## src/rtl/imm_encoder.sv

```systemverilog
// Packs a signed immediate into a RISC-V instruction word, with range checks.
// Expands the load-immediate pseudo-op into ADDI or a LUI + ADDIW pair.
module imm_encoder #(
    parameter int XLEN = 64
) (
    input  logic            clk,
    input  logic            rst_n,
    input  logic            in_valid,
    output logic            in_ready,
    input  logic [2:0]      imm_type,
    input  logic [31:0]     base_instr,
    input  logic [XLEN-1:0] imm_in,
    output logic            out_valid,
    input  logic            out_ready,
    output logic [31:0]     out_instr,
    output logic            out_last,
    output logic            out_err
);

    localparam logic [6:0] OP_IMM   = 7'b0010011;
    localparam logic [6:0] OP_LUI   = 7'b0110111;
    localparam logic [6:0] OP_IMM32 = 7'b0011011;

    typedef enum logic [1:0] {
        EMPTY,
        WORD1,
        WORD2
    } state_t;

    state_t state, state_nx;

    logic        t_i, t_s, t_sb, t_u, t_uj, t_li;
    logic        fit12, fit13, fit21, fit32;
    logic        ok;
    logic [31:0] fimm;
    logic [4:0]  rd;
    logic [19:0] hi;
    logic [31:0] enc_w1, enc_w2;
    logic        enc_need2;
    logic [31:0] word2_q;
    logic        load_new, load_w2;

    assign t_i  = (imm_type == 3'b000);
    assign t_s  = (imm_type == 3'b001);
    assign t_sb = (imm_type == 3'b010);
    assign t_u  = (imm_type == 3'b011);
    assign t_uj = (imm_type == 3'b100);
    assign t_li = (imm_type == 3'b101);

    // A value fits when every bit above the sign bit copies it.
    assign fit12 = (&imm_in[XLEN-1:11]) | ~(|imm_in[XLEN-1:11]);
    assign fit13 = (&imm_in[XLEN-1:12]) | ~(|imm_in[XLEN-1:12]);
    assign fit21 = (&imm_in[XLEN-1:20]) | ~(|imm_in[XLEN-1:20]);
    assign fit32 = (&imm_in[XLEN-1:31]) | ~(|imm_in[XLEN-1:31]);

    always_comb begin
        ok = 1'b0;
        unique case (1'b1)
            t_i, t_s: ok = fit12;
            t_sb:     ok = fit13 && !imm_in[0];
            t_u:      ok = fit32 && (imm_in[11:0] == 12'd0);
            t_uj:     ok = fit21 && !imm_in[0];
            t_li:     ok = fit32;
            default:  ok = 1'b0;
        endcase
    end

    assign fimm = ok ? imm_in[31:0] : 32'd0;
    assign rd   = base_instr[11:7];
    // Round up so the sign-extended low part of ADDIW lands on the value.
    assign hi   = fimm[31:12] + {19'd0, fimm[11]};

    always_comb begin
        enc_w1    = base_instr;
        enc_w2    = 32'd0;
        enc_need2 = 1'b0;
        unique case (1'b1)
            t_i: enc_w1[31:20] = fimm[11:0];
            t_s: begin
                enc_w1[31:25] = fimm[11:5];
                enc_w1[11:7]  = fimm[4:0];
            end
            t_sb: begin
                enc_w1[31]    = fimm[12];
                enc_w1[30:25] = fimm[10:5];
                enc_w1[11:8]  = fimm[4:1];
                enc_w1[7]     = fimm[11];
            end
            t_u: enc_w1[31:12] = fimm[31:12];
            t_uj: begin
                enc_w1[31]    = fimm[20];
                enc_w1[30:21] = fimm[10:1];
                enc_w1[20]    = fimm[11];
                enc_w1[19:12] = fimm[19:12];
            end
            t_li: begin
                if (!ok) begin
                    enc_w1[31:20] = 12'd0;
                end else if (fit12) begin
                    enc_w1 = {fimm[11:0], 5'd0, 3'b000, rd, OP_IMM};
                end else begin
                    enc_w1    = {hi, rd, OP_LUI};
                    enc_w2    = {fimm[11:0], rd, 3'b000, rd, OP_IMM32};
                    enc_need2 = 1'b1;
                end
            end
            default: ;
        endcase
    end

    always_ff @(posedge clk or negedge rst_n) begin
        if (!rst_n) begin
            state <= EMPTY;
        end else begin
            state <= state_nx;
        end
    end

    // out_last low while in WORD1 marks a pending second word.
    always_comb begin
        state_nx  = state;
        in_ready  = 1'b0;
        out_valid = 1'b0;
        load_new  = 1'b0;
        load_w2   = 1'b0;
        unique case (state)
            EMPTY: begin
                in_ready = 1'b1;
                if (in_valid) begin
                    load_new = 1'b1;
                    state_nx = WORD1;
                end
            end
            WORD1: begin
                out_valid = 1'b1;
                if (out_ready) begin
                    if (!out_last) begin
                        load_w2  = 1'b1;
                        state_nx = WORD2;
                    end else begin
                        in_ready = 1'b1;
                        if (in_valid) begin
                            load_new = 1'b1;
                        end else begin
                            state_nx = EMPTY;
                        end
                    end
                end
            end
            WORD2: begin
                out_valid = 1'b1;
                in_ready  = out_ready;
                if (out_ready) begin
                    if (in_valid) begin
                        load_new = 1'b1;
                        state_nx = WORD1;
                    end else begin
                        state_nx = EMPTY;
                    end
                end
            end
            default: state_nx = EMPTY;
        endcase
    end

    always_ff @(posedge clk or negedge rst_n) begin
        if (!rst_n) begin
            out_instr <= 32'd0;
            out_last  <= 1'b0;
            out_err   <= 1'b0;
            word2_q   <= 32'd0;
        end else if (load_new) begin
            out_instr <= enc_w1;
            out_last  <= !enc_need2;
            out_err   <= !ok;
            word2_q   <= enc_w2;
        end else if (load_w2) begin
            out_instr <= word2_q;
            out_last  <= 1'b1;
            out_err   <= 1'b0;
        end
    end

endmodule

```

## config.mk

```make
export PLATFORM = sky130hd
export DESIGN_NAME = imm_encoder
export DESIGN_NICKNAME = d
export VERILOG_FILES = /design/src/rtl/imm_encoder.sv
export SDC_FILE = /design/constraint.sdc
export NUM_CORES = 1
export LEC_CHECK = 0
export ABC_CLOCK_PERIOD_IN_PS = 4100
export CORE_MARGIN = 2
export CORE_UTILIZATION = 27
export DETAILED_ROUTE_END_ITERATION = 8
export SLEW_MARGIN = 20
export SYNTH_ARGS = -nofsm -noshare
export SYNTH_HDL_FRONTEND = slang
export SYNTH_SLANG_ARGS = --single-unit
```

## constraint.sdc

```tcl
create_clock -name clk -period 4.1 [get_ports clk]
set_input_delay 0.82 -clock clk [delete_from_list [all_inputs] [get_ports clk]]
set_output_delay 0.82 -clock clk [all_outputs]
set_load 0.1 [all_outputs]
```

==> results.sh, run 1 <==
export IMPL_cp_start_kind="input pin"
export IMPL_die_area_mm2=0.0162
export IMPL_dr_first_iter_drc_count=404
export IMPL_whs_ns=0.475
export IMPL_grt_ovfl_total=0
export IMPL_worstPathMaxFanout=4
export IMPL_synth_edff_count=0
export IMPL_vdd_drop_max_uv=309
export IMPL_dp_hpwl_um=12800
export IMPL_final_antenna_net_count=0
export IMPL_routedWlPerCell_um=18.1
export IMPL_numPortBuffers=138
export IMPL_cts_tree="built"
export IMPL_syn_nets=631
export IMPL_endpoint_kind="flop"
export IMPL_hold_viol_final=0
export IMPL_synth_common_cells="102 x nand2_1, 54 x dfrtp_1, 50 x o21ai_0"
export IMPL_finalSetupViolations=1
export IMPL_start_util_pct=27.3
export IMPL_grt_setup_unrepaired="true"
export IMPL_nets=849
export IMPL_drc=0
export IMPL_grt_pass1_wl_um=26600
export IMPL_yosysTopAreaCell="dfrtp_1"
export IMPL_diodes=0
export IMPL_syn_area_mm2=0.00410
export IMPL_min_period_ns=4.12
export IMPL_min_path_type="flop to flop"
export IMPL_clkLatencyLatePin_ns=0.29
export IMPL_dpl_cell_count=902
export IMPL_cp_data_arrival_time_ns=4.28
export IMPL_coreArea_mm2=0.0150
export IMPL_dr_pass1_iters=5
export IMPL_cp_data_required_time_ns=4.26
export IMPL_clockRootBuffer="clkbuf_16"
export IMPL_viasPerCell=5.41
export IMPL_grt_pass1_vias=4917
export IMPL_p_per_area_mw_per_mm2=539
export IMPL_synth_cell_type_count=63
export IMPL_cts_made_buffers=5
export IMPL_cts_hold_buf=0
export IMPL_grt_antenna_before_repair=0
export IMPL_p_leak_nw=2.77
export IMPL_async_reset_ff_share_pct=100
export IMPL_htreeDepth=2
export IMPL_fin_ws_ns=-0.0164
export IMPL_critPathKind="input pin to flop"
export IMPL_worst_slew_pin_slew_ns=0.987
export IMPL_routed_wl_um=16800
export IMPL_grt_max_degree=55
export IMPL_yosysMostFrequentCell="nand2_1"
export IMPL_clockBufferDepth=2
export IMPL_violations="setup timing"
export IMPL_post_place_ws_ns=-0.906
export IMPL_final_area_mm2=0.00665
export IMPL_synth_flop_cell="dfrtp_1"
export IMPL_synth_top_area_share_pct=33.0
export IMPL_clk_pin_slew_ns=0.07
export IMPL_place_gp_congestion=0.956
export IMPL_drv_slew=0
export IMPL_cts_sinks=54
export IMPL_die_x_um=127
export IMPL_syn_area_per_cell_um2=7.85
export IMPL_maxCapViolations=0
export IMPL_ys_seq_elements=54
export IMPL_finalCritPeriodShare_pct=100
export IMPL_vias=5021
export IMPL_place_area_mm2=0.00634
export IMPL_rows=45
export IMPL_register_area_mm2=0.00135
export IMPL_multi_input_area_mm2=0.00289
export IMPL_clock_skew_ns=0.00423
export IMPL_max_freq_ghz=0.243
export IMPL_synthToLayoutAreaGrowth_pct=62.2
export IMPL_outcome="complete, but fails checks"
export IMPL_postSynthCellCount=522
export IMPL_grt_use_total_pct=20.4
export IMPL_ys_seq_area_share_pct=33.0
export IMPL_die_h_um=127
export IMPL_drive_gt1_share_pct=29.5
export IMPL_yosys_warnings=0
export IMPL_nFillCells=1511
export IMPL_pin_count=139
export IMPL_layout_cells_non_filler=928
export IMPL_ys_top_cells_by_area="dfrtp_1 33%, nand2_1 9.3%, o21ai_0 6.1%"
export IMPL_relSlewSlack_pct=34.0
-- cell usage in the layout (no fill, tap or decap), types with 12 or more instances in the layout --
master	n
buf_4	100
nand2_1	96
clkdlybuf4s50_1	74
dfrtp_1	54
o21ai_0	50
buf_2	34
a21oi_1	30
nor2_1	29
nand3_1	20
nand4_1	17
a31oi_1	17
nor4_2	12
dlygate4sd2_1	12
-- layer usage --
metal | up-vias | GRT usage [%] | wire (um)
li1 | 2380 | - | -
met1 | 2404 | 28.1 | 7570
met2 | 206 | 33.9 | 7880
met3 | 31 | 2.43 | 909
met4 | 0 | 5.82 | 423
met5 | - | 0 | 0
-- final timing paths --
check | from | depth (start not counted) | endpoint | slack [ns]
max | imm_in[33] | 18 | out_instr[28] | -0.02
min | word2_q[19] | 2 | word2_q[19] | 0.48
max reg2reg | state[0] | 8 | out_instr[21] | 1.81
min reg2reg | word2_q[19] | 2 | word2_q[19] | 0.48
max in group asynchronous | rst_n | 2 | word2_q[25] | 3.02
min in group asynchronous | rst_n | 1 | word2_q[29] | 0.51
-- repair_timing --
| item | 4_1_cts | 5_1_grt |
|---|---|---|
| endpoints found under the setup margin | 11 | 5 |
| buffers inserted | 14 | 6 |
| endpoints found under the hold margin | 0 | 0 |
| pin swaps | 46 | 15 |
| resized for setup | 225 | 14 |
-- logic make-up (layout without fill, tap and decap cells) --
family,count (synthesis),in the layout,share of synthesized area (%)
adder cells (fa/ha/maj),6,6,1.83
AND/OR/NAND/NOR,245,245,30.9
XOR/XNOR,12,12,2.56
AO/OA/AOI/OAI,162,162,26.7
flip-flops,54,54,33.0
buffers and inverters,39,257,4.00
multiplexers,4,4,1.01
-- report_power, final --
group          internal (mW)  switching, mW
Combinational          0.594           1.77
Sequential             0.699          0.103
Clock                  0.223          0.194
-- final cells by class --
class	count	share of cell area, %
repair buffers	241	30.1
flip-flops and latches	54	20.3
multi-input cells	429	43.4
clock inverters	2	0.226
well taps	188	3.54
clock buffers	5	1.88
inverters	9	0.508
-- worst max-delay path: stages --
cell,delay (ns)
clkdlybuf4s15_2,0.19
nor4_2,0.24
and4_4,0.28
nand4_1,0.15
a2111oi_4,0.47
nor3_4,0.10
nand2_2,0.10
and2_4,0.15
ha_4,0.13
ha_4,0.12
and3_4,0.17
or3b_4,0.41
nor3_4,0.21
nand3_1,0.11
xnor2_1,0.13
mux2_2,0.25
a31oi_1,0.13
o211ai_1,0.12
-- flip-flops by register name, indices dropped and copies added, names as in the netlist --
register / count
word2_q: 18
out_instr: 32
out_err: 1
state: 2
out_last: 1
-- stage by stage --
| step | power (mW) | utilization (%) | setup TNS (ns) |
|---|---|---|---|
| 2_1_floorplan | 2.49 | - | -0.698 |
| 3_3_place_gp | 3.15 | 42.2 | -5.20 |
| 3_5_place_dp | 3.18 | 42.2 | -7.27 |
| 4_1_cts | 3.59 | 43.7 | -0.00218 |
| 5_1_grt | 3.74 | 44.2 | -0.407 |
| 6_report | 3.58 | 44.2 | -0.0164 |
(Power assumes the default switching activity.)
==> run 2: changes to the inputs <==
--- a/config.mk
+++ b/config.mk
@@ -9,6 +9,7 @@
 export CORE_MARGIN = 2
 export CORE_UTILIZATION = 27
 export DETAILED_ROUTE_END_ITERATION = 8
+export SKIP_CTS_REPAIR_TIMING = 1
 export SLEW_MARGIN = 20
 export SYNTH_ARGS = -nofsm -noshare
 export SYNTH_HDL_FRONTEND = slang
==> run 2 against run 1 <==
Largest cell class unchanged. Register-to-register slack about the same. Wire length increased by 0.18%. The flow still finishes with violations (setup timing). Fmax decreased by 1.6%.
==> results.sh, run 2 (synthesis results as in run 1) <==
export IMPL_outcome="complete, but fails checks"
export IMPL_violations="setup timing"
export IMPL_place_gp_congestion=0.956
export IMPL_endpoint_kind="flop"
export IMPL_htreeDepth=2
export IMPL_seq_power_share_pct=22.3
export IMPL_synthToLayoutAreaGrowth_pct=64.8
export IMPL_max_freq_ghz=0.239
export IMPL_grt_pass1_wl_um=25800
export IMPL_min_path_type="flop to flop"
export IMPL_pin_count=139
export IMPL_dr_first_iter_drc_count=396
export IMPL_vias=5003
export IMPL_cp_depth=18
export IMPL_regMostFlops="out_instr"
export IMPL_combPwrFrac_pct=66.1
export IMPL_clockBufferDepth=2
export IMPL_vdd_drop_max_uv=310
export IMPL_finalSetupViolations=3
export IMPL_largestRegisters="out_instr: 32 flops, word2_q: 18 flops, state: 2 flops"
export IMPL_internal_power_mw=1.52
export IMPL_final_common_cell="nand2_1"
export IMPL_hold_viol_final=0
export IMPL_routedWlPerCell_um=18.3
export IMPL_cp_data_required_time_ns=4.26
export IMPL_dpl_cell_count=902
export IMPL_swShare_pct=57.6
export IMPL_critPathKind="input pin to flop"
export IMPL_r2r_start="state[0]"
export IMPL_final_cell_mix="98 x nand2_1, 93 x buf_4, 76 x clkdlybuf4s50_1"
export IMPL_drc=0
export IMPL_register_area_mm2=0.00135
export IMPL_grt_setup_unrepaired="true"
export IMPL_nFillCells=1496
export IMPL_final_antenna_net_count=0
export IMPL_rows=45
export IMPL_drv_slew=0
export IMPL_r2r_end="out_instr[21]"
export IMPL_grt_max_degree=55
export IMPL_r2r_slack_ns=1.80
export IMPL_clockPowerShare_pct=11.6
export IMPL_layout_cells_non_filler=921
export IMPL_worst_path_buf_inv=1
export IMPL_worstPathMaxFanout=4
export IMPL_clock_skew_ns=0.00354
export IMPL_routed_wl_um=16800
export IMPL_cts_sinks=54
export IMPL_grt_use_total_pct=19.8
export IMPL_worst_path_dominant_cell_family="simple AND/OR/NAND/NOR gates"
export IMPL_worst_slew_pin_slew_ns=0.993
export IMPL_postLayoutCoreUtil_pct=44.9
export IMPL_nets=842
export IMPL_min_period_ns=4.18
export IMPL_maxCapViolations=0
export IMPL_start_util_pct=27.3
export IMPL_whs_endpoint="word2_q[19]"
export IMPL_cp_cell_sequence="dlymetal6s2s_1 > nor4_2 > and4_4 > nand3b_1 > a221oi_4 > nor3_4 > nand2_2 > and2_4 > ha_4 > ha_4 > and3_4 > or3b_4 > nor3_4 > nand3_1 > xnor2_1 > mux2_2 > a31oi_1 > o211ai_1"
export IMPL_p_sw_mw=2.07
export IMPL_multi_input_area_mm2=0.00289
export IMPL_die_h_um=127
export IMPL_coreArea_mm2=0.0150
export IMPL_critPathMaxStageDelay_ns=0.41
export IMPL_dr_pass1_iters=5
export IMPL_p_per_area_mw_per_mm2=532
export IMPL_dp_hpwl_um=12800
export IMPL_r2r_cells=8
export IMPL_cp_data_arrival_time_ns=4.35
export IMPL_clk_pin_slew_ns=0.07
export IMPL_cts_tree="built"
export IMPL_diodes=0
export IMPL_largest_register_ffs=32
export IMPL_grt_ovfl_total=0
export IMPL_clockRootBuffer="clkbuf_16"
export IMPL_cp_start_kind="input pin"
export IMPL_numPortBuffers=138
export IMPL_cts_made_buffers=5
export IMPL_drive_gt1_share_pct=26.1
export IMPL_critPathSlowestCell="a221oi_4"
export IMPL_die_area_mm2=0.0162
export IMPL_hold_start="word2_q[19]"
export IMPL_hold_depth=2
export IMPL_clkLatencyLatePin_ns=0.29
export IMPL_p_leak_nw=3.04
export IMPL_finalCritPeriodShare_pct=102
export IMPL_grt_antenna_before_repair=0
export IMPL_viasPerCell=5.43
export IMPL_grt_pass1_vias=4798
export IMPL_die_x_um=127
export IMPL_crit_start="imm_in[41]"
export IMPL_relSlewSlack_pct=33.6
export IMPL_fin_ws_ns=-0.0835
==> run 2: cell types whose count changed in the layout (fill, tap and decap cells not counted), moves of 4 or more <==
cell,change
dlymetal6s2s_1,+34
o21ai_1,+4
clkdlybuf4s15_1,-4
clkdlybuf4s15_2,-8
clkbuf_2,+21
o21ai_0,-4
buf_2,-34
dlygate4sd2_1,-12
buf_4,-7
==> run 2: power groups by stage <==
stage               clock (mW)  combinational (mW)  sequential, mW
floorplan                    0               0.523            1.97
global placement             0                2.35           0.804
detailed placement           0                2.37           0.814
CTS                      0.425                2.38           0.803
global route             0.448                2.48           0.820
finish                   0.418                2.38           0.801
==> run 2: metrics by stage <==
| step | total power [mW] | setup slack (ns) | TNS (ns) | cell area [um^2] | hold WS [ns] |
|---|---|---|---|---|---|
| 2_1_floorplan | 2.49 | -0.382 | -0.698 | 4220 | 0.442 |
| 3_3_place_gp | 3.15 | -0.701 | -5.20 | 6340 | 0.454 |
| 3_5_place_dp | 3.18 | -0.906 | -7.27 | 6340 | 0.464 |
| 4_1_cts | 3.60 | -0.623 | -3.60 | 6480 | 0.480 |
| 5_1_grt | 3.74 | -0.221 | -0.765 | 6750 | 0.502 |
| 6_report | 3.59 | -0.0835 | -0.132 | 6750 | 0.478 |
==> run 2: tightest hold or removal path, delay by kind of cell, from the launching register on <==
kind | cells | cell delay [ns]
flip-flops | 1 | 0.34
AO/OA/AOI/OAI | 1 | 0.06
AND/OR/NAND/NOR | 1 | 0.04
==> run 2: how the worst max path moves through the flow <==
| stage | end | slack [ns] |
|---|---|---|
| 6_report | out_instr[28] | -0.08 |
| 5_1_grt | out_instr[30] | -0.22 |
| 4_1_cts | out_instr[28] | -0.62 |
| 3_5_place_dp | out_instr[28] | -0.91 |
| 3_3_place_gp | out_instr[28] | -0.70 |
| 2_1_floorplan | out_instr[28] | -0.38 |
==> run 2: cell type report <==
class | instances | share of cell area (%)
Timing Repair Buffer | 234 | 31.1
Clock inverter | 2 | 0.222
Tap cell | 188 | 3.48
Sequential cell | 54 | 20.0
Clock buffer | 5 | 1.85
Inverter | 9 | 0.500
Multi-Input combinational cell | 429 | 42.8
==> run 2: layer usage <==
metal  vias to the layer above  global-route usage (%)  routed length, um
met5                         -                       0                  0
met4                         0                    5.82                348
met3                        28                    2.51                966
met2                       206                    32.4               7970
met1                      2409                    27.4               7520
li1                       2360                       -                  -
==> run 3: changes to the inputs <==
--- a/config.mk
+++ b/config.mk
@@ -9,6 +9,7 @@
 export CORE_MARGIN = 2
 export CORE_UTILIZATION = 27
 export DETAILED_ROUTE_END_ITERATION = 8
+export HOLD_SLACK_MARGIN = 0.15
 export SKIP_CTS_REPAIR_TIMING = 1
 export SLEW_MARGIN = 20
 export SYNTH_ARGS = -nofsm -noshare
==> results of run 3 <==
The final DEF is identical to that of run 2; final timing and power are the same.
